<file path="config.mk">
export PLATFORM = sky130hd
export DESIGN_NAME = cgra_axis_upsizer
export DESIGN_NICKNAME = d
export VERILOG_FILES = /design/src/rtl/cgra_axis_upsizer.sv
export SDC_FILE = /design/constraint.sdc
export NUM_CORES = 1
export LEC_CHECK = 0
export ABC_AREA = 1
export CORE_MARGIN = 2
export CORE_UTILIZATION = 46
export CTS_BUF_LIST = sky130_fd_sc_hd__clkbuf_8
export CTS_CLUSTER_SIZE = 25
export DETAILED_ROUTE_END_ITERATION = 10
export GPL_TIMING_DRIVEN = 0
export HOLD_SLACK_MARGIN = 0.06
export PLACE_DENSITY = 0.68
export SETUP_SLACK_MARGIN = 0.3
export SYNTH_ARGS = -nofsm -noshare
export SYNTH_HDL_FRONTEND = slang
export SYNTH_SLANG_ARGS = --single-unit
</file>
<file path="constraint.sdc">
create_clock -name clk -period 5.05 [get_ports clk]
set_clock_uncertainty 0.15 [all_clocks]
set_input_delay 0.7575 -clock clk [delete_from_list [all_inputs] [get_ports clk]]
set_output_delay 0.7575 -clock clk [all_outputs]
set_load 0.02 [all_outputs]
</file>
<file path="src/rtl/cgra_axis_upsizer.sv">
// cgra_axis_upsizer: packs BEATS narrow DMA AXI-Stream words into one wide
// beat for the CGRA AXIS bridge ingress. Little-endian: word 0 -> [DATA_W-1:0].
// Registered output stage, 1 narrow beat/cycle sustained.
// Optional: define CGRA_UPSIZER_ERRCNT_EN to add the err_short_cnt port,
// a saturating count of groups closed early by tlast.
module cgra_axis_upsizer #(
    parameter int DATA_W = 64,
    parameter int AXIS_W = 192
) (
    input  logic              clk,
    input  logic              rst,
    input  logic [DATA_W-1:0] s_axis_tdata,
    input  logic              s_axis_tvalid,
    input  logic              s_axis_tlast,
    output logic              s_axis_tready,
    output logic [AXIS_W-1:0] m_axis_tdata,
    output logic              m_axis_tvalid,
    output logic              m_axis_tlast,
    input  logic              m_axis_tready
`ifdef CGRA_UPSIZER_ERRCNT_EN
    ,
    output logic [15:0]       err_short_cnt
`endif
);

    localparam int BEATS = AXIS_W / DATA_W;
    localparam int CNT_W = (BEATS > 1) ? $clog2(BEATS) : 1;
    localparam logic [CNT_W-1:0] LAST_IDX = CNT_W'(BEATS - 1);

    if (((AXIS_W % DATA_W) != 0) || (BEATS < 2)) begin : g_param_chk
        $error("cgra_axis_upsizer: AXIS_W must be a multiple (>=2x) of DATA_W");
    end

    logic [CNT_W-1:0]              r_cnt;
    logic [BEATS-1:0][DATA_W-1:0]  r_acc;
    logic [BEATS-1:0][DATA_W-1:0]  r_out_data;
    logic                          r_out_valid;
    logic                          r_out_last;

    logic [BEATS-1:0][DATA_W-1:0]  w_assembled;
    logic                          w_ready;
    logic                          w_accept;
    logic                          w_complete;

    // Ready depends only on output-stage occupancy, never on s_axis_tvalid.
    assign w_ready    = !rst && (!r_out_valid || m_axis_tready);
    assign w_accept   = s_axis_tvalid && w_ready;
    assign w_complete = w_accept && ((r_cnt == LAST_IDX) || s_axis_tlast);

    // Merge the incoming word into slot cnt; slots above cnt are forced to zero.
    always_comb begin
        w_assembled = '0;
        for (int i = 0; i < BEATS; i++) begin
            if (CNT_W'(i) == r_cnt)
                w_assembled[i] = s_axis_tdata;
            else if (CNT_W'(i) < r_cnt)
                w_assembled[i] = r_acc[i];
            else
                w_assembled[i] = '0;
        end
    end

    // Accumulator and slot index; cleared whenever a group closes.
    always_ff @(posedge clk) begin
        if (rst) begin
            r_cnt <= '0;
            r_acc <= '0;
        end else if (w_accept) begin
            if (w_complete) begin
                r_cnt <= '0;
                r_acc <= '0;
            end else begin
                r_cnt <= r_cnt + 1'b1;
                r_acc <= w_assembled;
            end
        end
    end

    // Output register: load on completion (even during a handshake, giving
    // back-to-back beats), drop valid on a handshake with nothing new.
    always_ff @(posedge clk) begin
        if (rst) begin
            r_out_valid <= 1'b0;
            r_out_data  <= '0;
            r_out_last  <= 1'b0;
        end else if (w_complete) begin
            r_out_valid <= 1'b1;
            r_out_data  <= w_assembled;
            r_out_last  <= s_axis_tlast;
        end else if (r_out_valid && m_axis_tready) begin
            r_out_valid <= 1'b0;
        end
    end

    assign s_axis_tready = w_ready;
    assign m_axis_tvalid = r_out_valid;
    assign m_axis_tdata  = r_out_data;
    assign m_axis_tlast  = r_out_last;

`ifdef CGRA_UPSIZER_ERRCNT_EN
    logic [15:0] r_err_cnt;
    logic        w_short;

    // A completion before the last slot can only have been caused by tlast.
    assign w_short = w_complete && (r_cnt != LAST_IDX);

    // Saturating short-group counter, cleared only by reset.
    always_ff @(posedge clk) begin
        if (rst)
            r_err_cnt <= '0;
        else if (w_short && (r_err_cnt != 16'hFFFF))
            r_err_cnt <= r_err_cnt + 16'd1;
    end

    assign err_short_cnt = r_err_cnt;
`endif

endmodule

</file>
======== Word-level counts from Yosys, hierarchy flattened ========
Cells that the tools add are included.
operators by class
  add/subtract/negate cells ............... 1
  $lt $le $gt $ge ......................... 3
  equal/unequal tests ..................... 3
  multiplexer cells ....................... 10
  reduce and logical (&&, ||, !) cells .... 10
operator list
  operator                                                             number
  64-bit two-way mux                                                   6
  192-bit two-way mux                                                  1
  1-bit logical AND                                                    4
  1-bit by 2-bit < comparator with 1-bit output, first input constant  2
  2-bit by 1-bit adder with 2-bit output, second input constant        1
  1-bit by 2-bit == test with 1-bit output, first input constant       1
  2-bit == test, first input constant                                  1
  2-bit == test, second input constant                                 1
  1-bit logical NOT                                                    2
  2-bit logical NOT                                                    1
  1-bit logical OR                                                     2
  2-bit < comparator, first input constant                             1
  1-bit two-way mux                                                    2
  2-bit two-way mux                                                    1
  2-bit nonzero test                                                   1
storage, ports and cells
  register bits ........................... 388
  output and inout port bits .............. 195

======== Logic depth before layout (Yosys ltp) ========
Gate-level depths: netlist of run 1.
  depth after elaboration ................. 6
  mapped depth ............................ 14
  gate-level depth less buffers ........... 9

======== Least setup slack after synthesis of run 1 ========
Ideal clock, no wire load.
  path type ............................... reg-to-reg
  from .................................... reg r_cnt[1]
  to ...................................... reg r_acc[120] (netlist bit)
  library setup time ...................... 0.109 ns
  arrival time ............................ 2.034 ns
  required time ........................... 4.791 ns
  setup slack ............................. 2.757 ns
  cell stages (with the launch flop) ...... 14
  buffers on the path ..................... 5
  period minus slack after synthesis ...... 2.293 ns
  cell sequence ........................... dfxtp_1 -> clkbuf_1 -> buf_2 -> inv_1 -> ha_1 -> inv_2 -> buf_2 -> buf_2 -> clkbuf_1 -> o21ai_0 -> nand2_1 -> nand2_1 -> nand2_1 -> inv_1
between the ends
  cells in the longest elaborated chain, start to end .. 4
  elaborated cells between the ends (all ways) .. 8
  those cells by class .................... order compare (1); eq/ne (2); mux (3); reduce/logical (2)
ends and longest elaborated chain
  element                                                                                RTL line  source
  from (decl)                                                                            34        logic [CNT_W-1:0] r_cnt;
  from (signal assigned)                                                                 73        r_cnt <= r_cnt + 1'b1;
  1-bit by 2-bit < comparator with 1-bit output / 2-bit == test (equally long branches)  56, 48
  64-bit two-way mux / 1-bit logical OR (equally long branches)                          56, 48
  64-bit two-way mux / 1-bit logical AND (equally long branches)                         54, 48
  192-bit two-way mux *                                                                  69        if (w_complete) begin
  to (signal assigned)                                                                   74        r_acc <= w_assembled;
  to (decl)                                                                              35        logic [BEATS-1:0][DATA_W-1:0] r_acc;
Mark *: on every way between the ends. The rest lies on a longest branch, timed or not.
A chain may end at the register's enable or synchronous reset.

======== Worst setup path after layout of run 1 ========
  from .................................... reg r_cnt[1]
  to ...................................... reg r_acc[124] (netlist bit)
Same word-level chain as after synthesis.

==> results of run 1 <==
-- final timing paths --
kind | start | end | depth (start not counted)
worst max-delay path | r_cnt[1] | r_acc[124] | 13
worst min-delay path | r_acc[35] | r_acc[35] | 2
worst max register to register | r_cnt[1] | r_acc[124] | 13
worst min register to register | r_acc[35] | r_acc[35] | 2
-- critical path, delay by kind of cell (launching register included) --
| family | cells | cell delay, ns |
|---|---|---|
| compound gates | 1 | 0.25 |
| fa+ha+maj | 1 | 0.20 |
| simple gates | 3 | 0.21 |
| flops | 1 | 0.51 |
| buf+inv | 8 | 2.48 |
-- sequential cells by signal, indices dropped and copies added, names as in the netlist --
register	count
m_axis_tvalid	1
r_acc	192
r_cnt	2
m_axis_tdata	192
m_axis_tlast	1
-- power by group --
group | switching (uW) | internal [uW]
registers | 86.0 | 3210
clock network | 1320 | 1620
logic | 650 | 366
-- layer usage --
layer	up-vias	GRT usage, %	part of all wire [%]
met3	135	5.28	8.1
met5	-	0	0
li1	9066	-	-
met1	8418	38.6	44
met4	0	12.0	3.5
met2	767	46.9	45
-- stage by stage --
| stage | power [uW] | setup WS [ns] |
|---|---|---|
| 2_1_floorplan | 3930 | 2.76 |
| 3_3_place_gp | 4340 | 1.23 |
| 3_5_place_dp | 4360 | 1.23 |
| 4_1_cts | 7300 | 1.20 |
| 5_1_grt | 7550 | 0.957 |
| 6_report | 7260 | 1.11 |
-- cell families after synthesis --
group           synth area share [%]
simple gates                    33.1
flops                           44.3
compound gates                  10.4
buf+inv                         12.0
fa+ha+maj                      0.285
-- layout make-up --
cell class	instances	area, sq um
Fill cell	3687	15500
Timing Repair Buffer	262	2620
Inverter	338	1270
Sequential cell	388	7770
Clock buffer	89	1220
Tap cell	511	639
Buffer	195	832
Multi-Input combinational cell	1823	7680
Clock inverter	29	158
-- placed cells by master, fill, tap and decap left out, drive strengths merged --
cell,instances
nand3,185
bufinv,1
inv,357
clkbuf,181
a21oi,75
dfxtp,388
clkdlybuf4s50,262
clkinvlp,5
ha,4
nand2,899
o31ai,52
o21ai,209
clkinv,4
nor2,398
buf,103
a31oi,1
==> results by group, run 1 <==
Finish
  – Finished Cell Area: 22200 sq um
  – Fraction of layout cells with a size suffix above 1: under 10%
  – Antenna diode count: 0
  – Area growth syn-to-layout: 26.5%
  – Final std cells w/o fill: 3635
  – Final net count: 3150
  – Final Util: 58.9%

Worst setup path
  – Crit start category: register
  – Worst-path cell chain: clkbuf_1 -> buf_2 -> inv_1 -> ha_1 -> inv_2 -> buf_2 -> buf_2 -> clkbuf_1 -> o21ai_0 -> nand2_1 -> nand2_1 -> nand2_1 -> inv_1
  – Max FO, Critical Path: 10
  – Slowest CP cell: clkbuf_1
  – FF-to-FF setup slack: 1.11 ns
  – Crit. End Element: register
  – Critical Path AT: 4.29 ns
  – Largest stage delay, worst path: around 0.80 ns
  – Setup Crit Path Kind: register to register
  – Critical path required time: 5.40 ns

Route
  – Total Wirelength: between 50000 and 60000 um
  – Initial DRC count: 1654
  – Drt first pass iters: 6
  – Post-route ant nets: 0
  – Via count: 18400
  – DRC: 0
  – Drt via density: 5.06
  – Drt wl/cell: between 15 and 20 um

Worst hold path
  – Worst Hold Class: register to register

GRT
  – Initial antenna violation count: 1
  – Pin count of the biggest net entering global routing: 11
  – GRT Residual Overflow: 0
  – GRT Overall Usage: between 20% and 30%
  – First-pass GRT wire length: approximately 90000 um
  – Number of global-route vias before repair: 17400

Placed design
  – Placed cells: between 3000 and 4000
  – RePlAce Congestion: between 0.8 and 0.9
  – Dpl hpwl: 42100 um
  – Post-DP Area: 20800 sq um
  – Port Buffers: 262

Synthesis
  – Ys async rst share: 0%
  – Most frequent cells after synthesis: nand2_1 (899), nor2_1 (395), dfxtp_1 (388)
  – Most common cell in the netlist: nand2_1
  – Synthesized Nets: roughly 2800
  – Main synth FF type: dfxtp_1
  – Synth area leaders: dfxtp_1 (44%), nand2_1 (19%), nor2_1 (8.4%)
  – Sequential-to-total area share from yosys stat: 44.3%
  – Yosys cell types: 20
  – Synth warnings: 0
  – Synth Instances: 2744
  – Avg Synthesized Cell Area: 6.40 sq um
  – Synth area leader: dfxtp_1
  – Top-area cell type share of the netlist area: 44.3%
  – Post-synth EDFFs: 0
  – Register bit count reported by yosys: 388
  – Post-Syn Area: 17600 sq um

STA
  – Max Slew Vio Count: 0
  – Final TNS setup: 0 ns
  – Hold WS: 0.314 ns
  – Setup violators final: 0
  – Final Hold Fails: 0
  – Crit share post-route: 77.9%
  – Slew headroom: 13.7%
  – Worst Tran Pin Value: 1.29 ns
  – Clock period minus worst slack: 3.94 ns
  – FMAX: 0.254 GHz
  – RSZ-0062 raised after global routing: false

Clock tree
  – Root Buffer: clkbuf_8
  – Worst skew pair latency: 0.62 ns
  – CTS buffer count: 69
  – Postcts setup bufs: 0
  – TritonCTS clock tree: yes
  – Post-CTS sizing: 0
  – Clk buf depth: 3
  – CTS Hold Bufs: 0
  – Clk sink count: 388
  – Max H-tree Level: 3
  – CTS clock-pin slew for the worst setup and hold paths: ~0.06 ns

Die
  – Cell Rows: 71
  – Initial Util: 46.6%
  – # IOs: 264
  – Die Wd: around 200 um
  – Die ar.: 39700 sq um
  – Core ar.: around 38000 sq um
  – Die height: 199 um

Run
  – Max-Cap Viols: 0

Power and ir drop
  – LEAKAGE: 0.0107 uW
  – Pwr Density: between 300 and 400 nW/um^2
  – Maximum VDD drop: roughly 0.18 mV

Run status
  – Status: finished, final reports clean
No activity file was read; power rests on OpenSTA's default activity.
==> run 2: changes to the inputs <==
--- a/config.mk
+++ b/config.mk
@@ -13,7 +13,7 @@
 export DETAILED_ROUTE_END_ITERATION = 10
 export GPL_TIMING_DRIVEN = 0
 export HOLD_SLACK_MARGIN = 0.06
-export PLACE_DENSITY = 0.68
+export PLACE_DENSITY = 0.7
 export SETUP_SLACK_MARGIN = 0.3
 export SYNTH_ARGS = -nofsm -noshare
 export SYNTH_HDL_FRONTEND = slang
==> constraint.sdc (replaced) <==
create_clock -name clk -period 3.4 [get_ports clk]
set_clock_uncertainty 0.15 [all_clocks]
set_input_delay 0.51 -clock clk [delete_from_list [all_inputs] [get_ports clk]]
set_output_delay 0.51 -clock clk [all_outputs]
set_load 0.02 [all_outputs]
==> run 2 against run 1 <==
  * Utilization down 0.53 points
  * Highest routed layer unchanged
  * Largest power group unchanged
  * Sequential power up 48%
  * Clock power up 33%
  * Critical path depth down 2
  * Global-route usage up 0.092 points
  * Sequential share of layout area up 0.32 points
  * Cell count down 0.25%
==> results by group, run 2 (synthesis gave the netlist of run 1 again) <==
Route
  – Initial DRC count: 1689
  – DRC: 0
  – Via count: 18300
  – Drt first pass iters: 5
  – Total Wirelength: 59000 um
  – Drt via density: 5.06
  – Post-route ant nets: 0
  – Drt wl/cell: 16.3 um

GRT
  – GRT Overall Usage: 29.2%
  – First-pass GRT wire length: 91100 um
  – Initial antenna violation count: 0
  – Pin count of the biggest net entering global routing: 11
  – GRT Residual Overflow: 0
  – Number of global-route vias before repair: 17400

Finish
  – Fraction of layout cells with a size suffix above 1: 5.10%
  – Area growth syn-to-layout: 25.3%
  – Commonest non-fill, non-tap cells in the layout: nand2_1 (899), nor2_1 (395), dfxtp_1 (388), inv_1 (356), clkdlybuf4s50_1 (262)
  – Final net count: 3147
  – Fillers: 3654
  – Antenna diode count: 0
  – Multi-input gate area: 7680 sq um
  – FF/Latch Area: 7770 sq um
  – Commonest non-fill, non-tap cell in the layout: nand2_1

Clock tree
  – CTS clock-pin slew for the worst setup and hold paths: approximately 0.06 ns
  – Max H-tree Level: 3
  – Postcts setup bufs: 0
  – Root Buffer: clkbuf_8
  – CTS Hold Bufs: 0
  – Clk sink count: 388
  – TritonCTS clock tree: yes
  – CTS buffer count: 66
  – Clk buf depth: 3
  – Worst skew pair latency: about 0.61 ns

STA
  – Setup violators final: 0
  – Clock period minus worst slack: about 3 ns
  – Setup slack after layout: roughly 0.46 ns
  – Slew headroom: 16.7%
  – Max Slew Vio Count: 0
  – Worst Tran Pin Value: ~1.2 ns
  – Hold WS: 0.0966 ns
  – Crit share post-route: 86.5%
  – Final Hold Fails: 0
  – FMAX: approximately 0.34 GHz
  – RSZ-0062 raised after global routing: false

Die
  – Cell Rows: 71
  – Core ar.: roughly 38000 sq um
  – Die Wd: 199 um
  – Die height: 199 um
  – Initial Util: 46.6%
  – # IOs: 264
  – Die ar.: a little under 40000 sq um

Worst setup path
  – Reg2reg start: r_cnt[1]
  – Critical Path AT: 3.29 ns
  – Crit start category: register
  – Critical Path Start: r_cnt[1]
  – Setup Crit Path Kind: register to register
  – Critical path required time: 3.75 ns
  – Max FO, Critical Path: 10
  – Crit. End Element: register

Worst hold path
  – Worst Hold Class: input port to register
  – Hold Path Origin: s_axis_tlast

Run status
  – Status: finished, final reports clean

Power and ir drop
  – LEAKAGE: 0.0106 uW
  – Maximum VDD drop: 0.227 mV
  – Pwr Density: 469 nW/um^2

Placed design
  – Dpl hpwl: 42400 um
  – Dpl ws: -0.263 ns
  – RePlAce Congestion: 0.920
  – Port Buffers: 262

Run
  – Max-Cap Viols: 0
run 2: changes by cell type in the layout (fill, tap and decap cells not counted):
cell / delta
clkinv_2: +6
buf_2: -2
inv_6: +3
clkinvlp_4: -2
inv_1: +2
clkbuf_8: -17
clkbuf_1: -3
buf_6: +1
clkbuf_2: +2
clkbuf_4: +2
bufinv_16: -1
run 2: worst paths after layout:
| path | endpoint | slack [ns] | depth (start not counted) |
|---|---|---|---|
| setup / recovery | m_axis_tdata[35] | 0.46 | 11 |
| setup reg to reg | m_axis_tdata[35] | 0.46 | 11 |
| hold reg to reg | r_acc[52] | 0.31 | 2 |
| hold / removal | r_acc[140] | 0.1 | 2 |
run 2: area by class of cell:
type                    instances  area share, %
inverters                     338           5.77
multi-input cells            1823           34.9
flip-flops and latches        388           35.3
repair buffers                262           11.9
well taps                     511           2.91
plain buffers                 195           3.85
clock buffers                  72           4.50
clock inverters                37          0.802
run 2: what timing repair did:
item	CTS	global route
pin swaps	0	0
gates resized for setup	3	6
hold endpoints to repair	0	0
setup endpoints to repair	256	113
run 2: report_power, final:
group | leakage (uW) | switching [uW] | internal, uW
logic | 0.00675 | 969 | 545
clock network | 0.000684 | 1960 | 1950
registers | 0.00317 | 128 | 4770
run 2: worst max-delay path, cell delays in order (launching register included):
cell      delay (ns)
dfxtp_1         0.39
buf_6           0.21
buf_2           0.21
inv_1           0.10
ha_1            0.16
clkbuf_1        0.57
clkbuf_1        0.48
nand2_1         0.11
o21ai_0         0.14
nand2_1         0.13
nand2_1         0.10
nor2_1          0.04
run 2: per-layer routing:
layer / track usage, % / vias to the layer above / wire length (um)
met1: 38.4 / 8395 / 25100
met2: 48.3 / 779 / 26700
met4: 10.0 / 0 / 1810
li1: - / 9058 / -
met3: 5.43 / 117 / 5350
met5: 0 / - / 0
run 2: stage by stage:
stage / utilization, % / area, sq um / std cells / total power, uW / TNS [ns]
3_5_place_dp: 55.3 / 20800 / 3517 / 6480 / -4.95
6_report: 58.4 / 22000 / 3626 / 10300 / 0
3_3_place_gp: 55.3 / 20800 / 3517 / 6450 / -6.01
4_1_cts: 58.4 / 22000 / 3626 / 10400 / 0
5_1_grt: 58.4 / 22000 / 3626 / 10700 / 0
2_1_floorplan: - / 17600 / 2744 / 5840 / 0
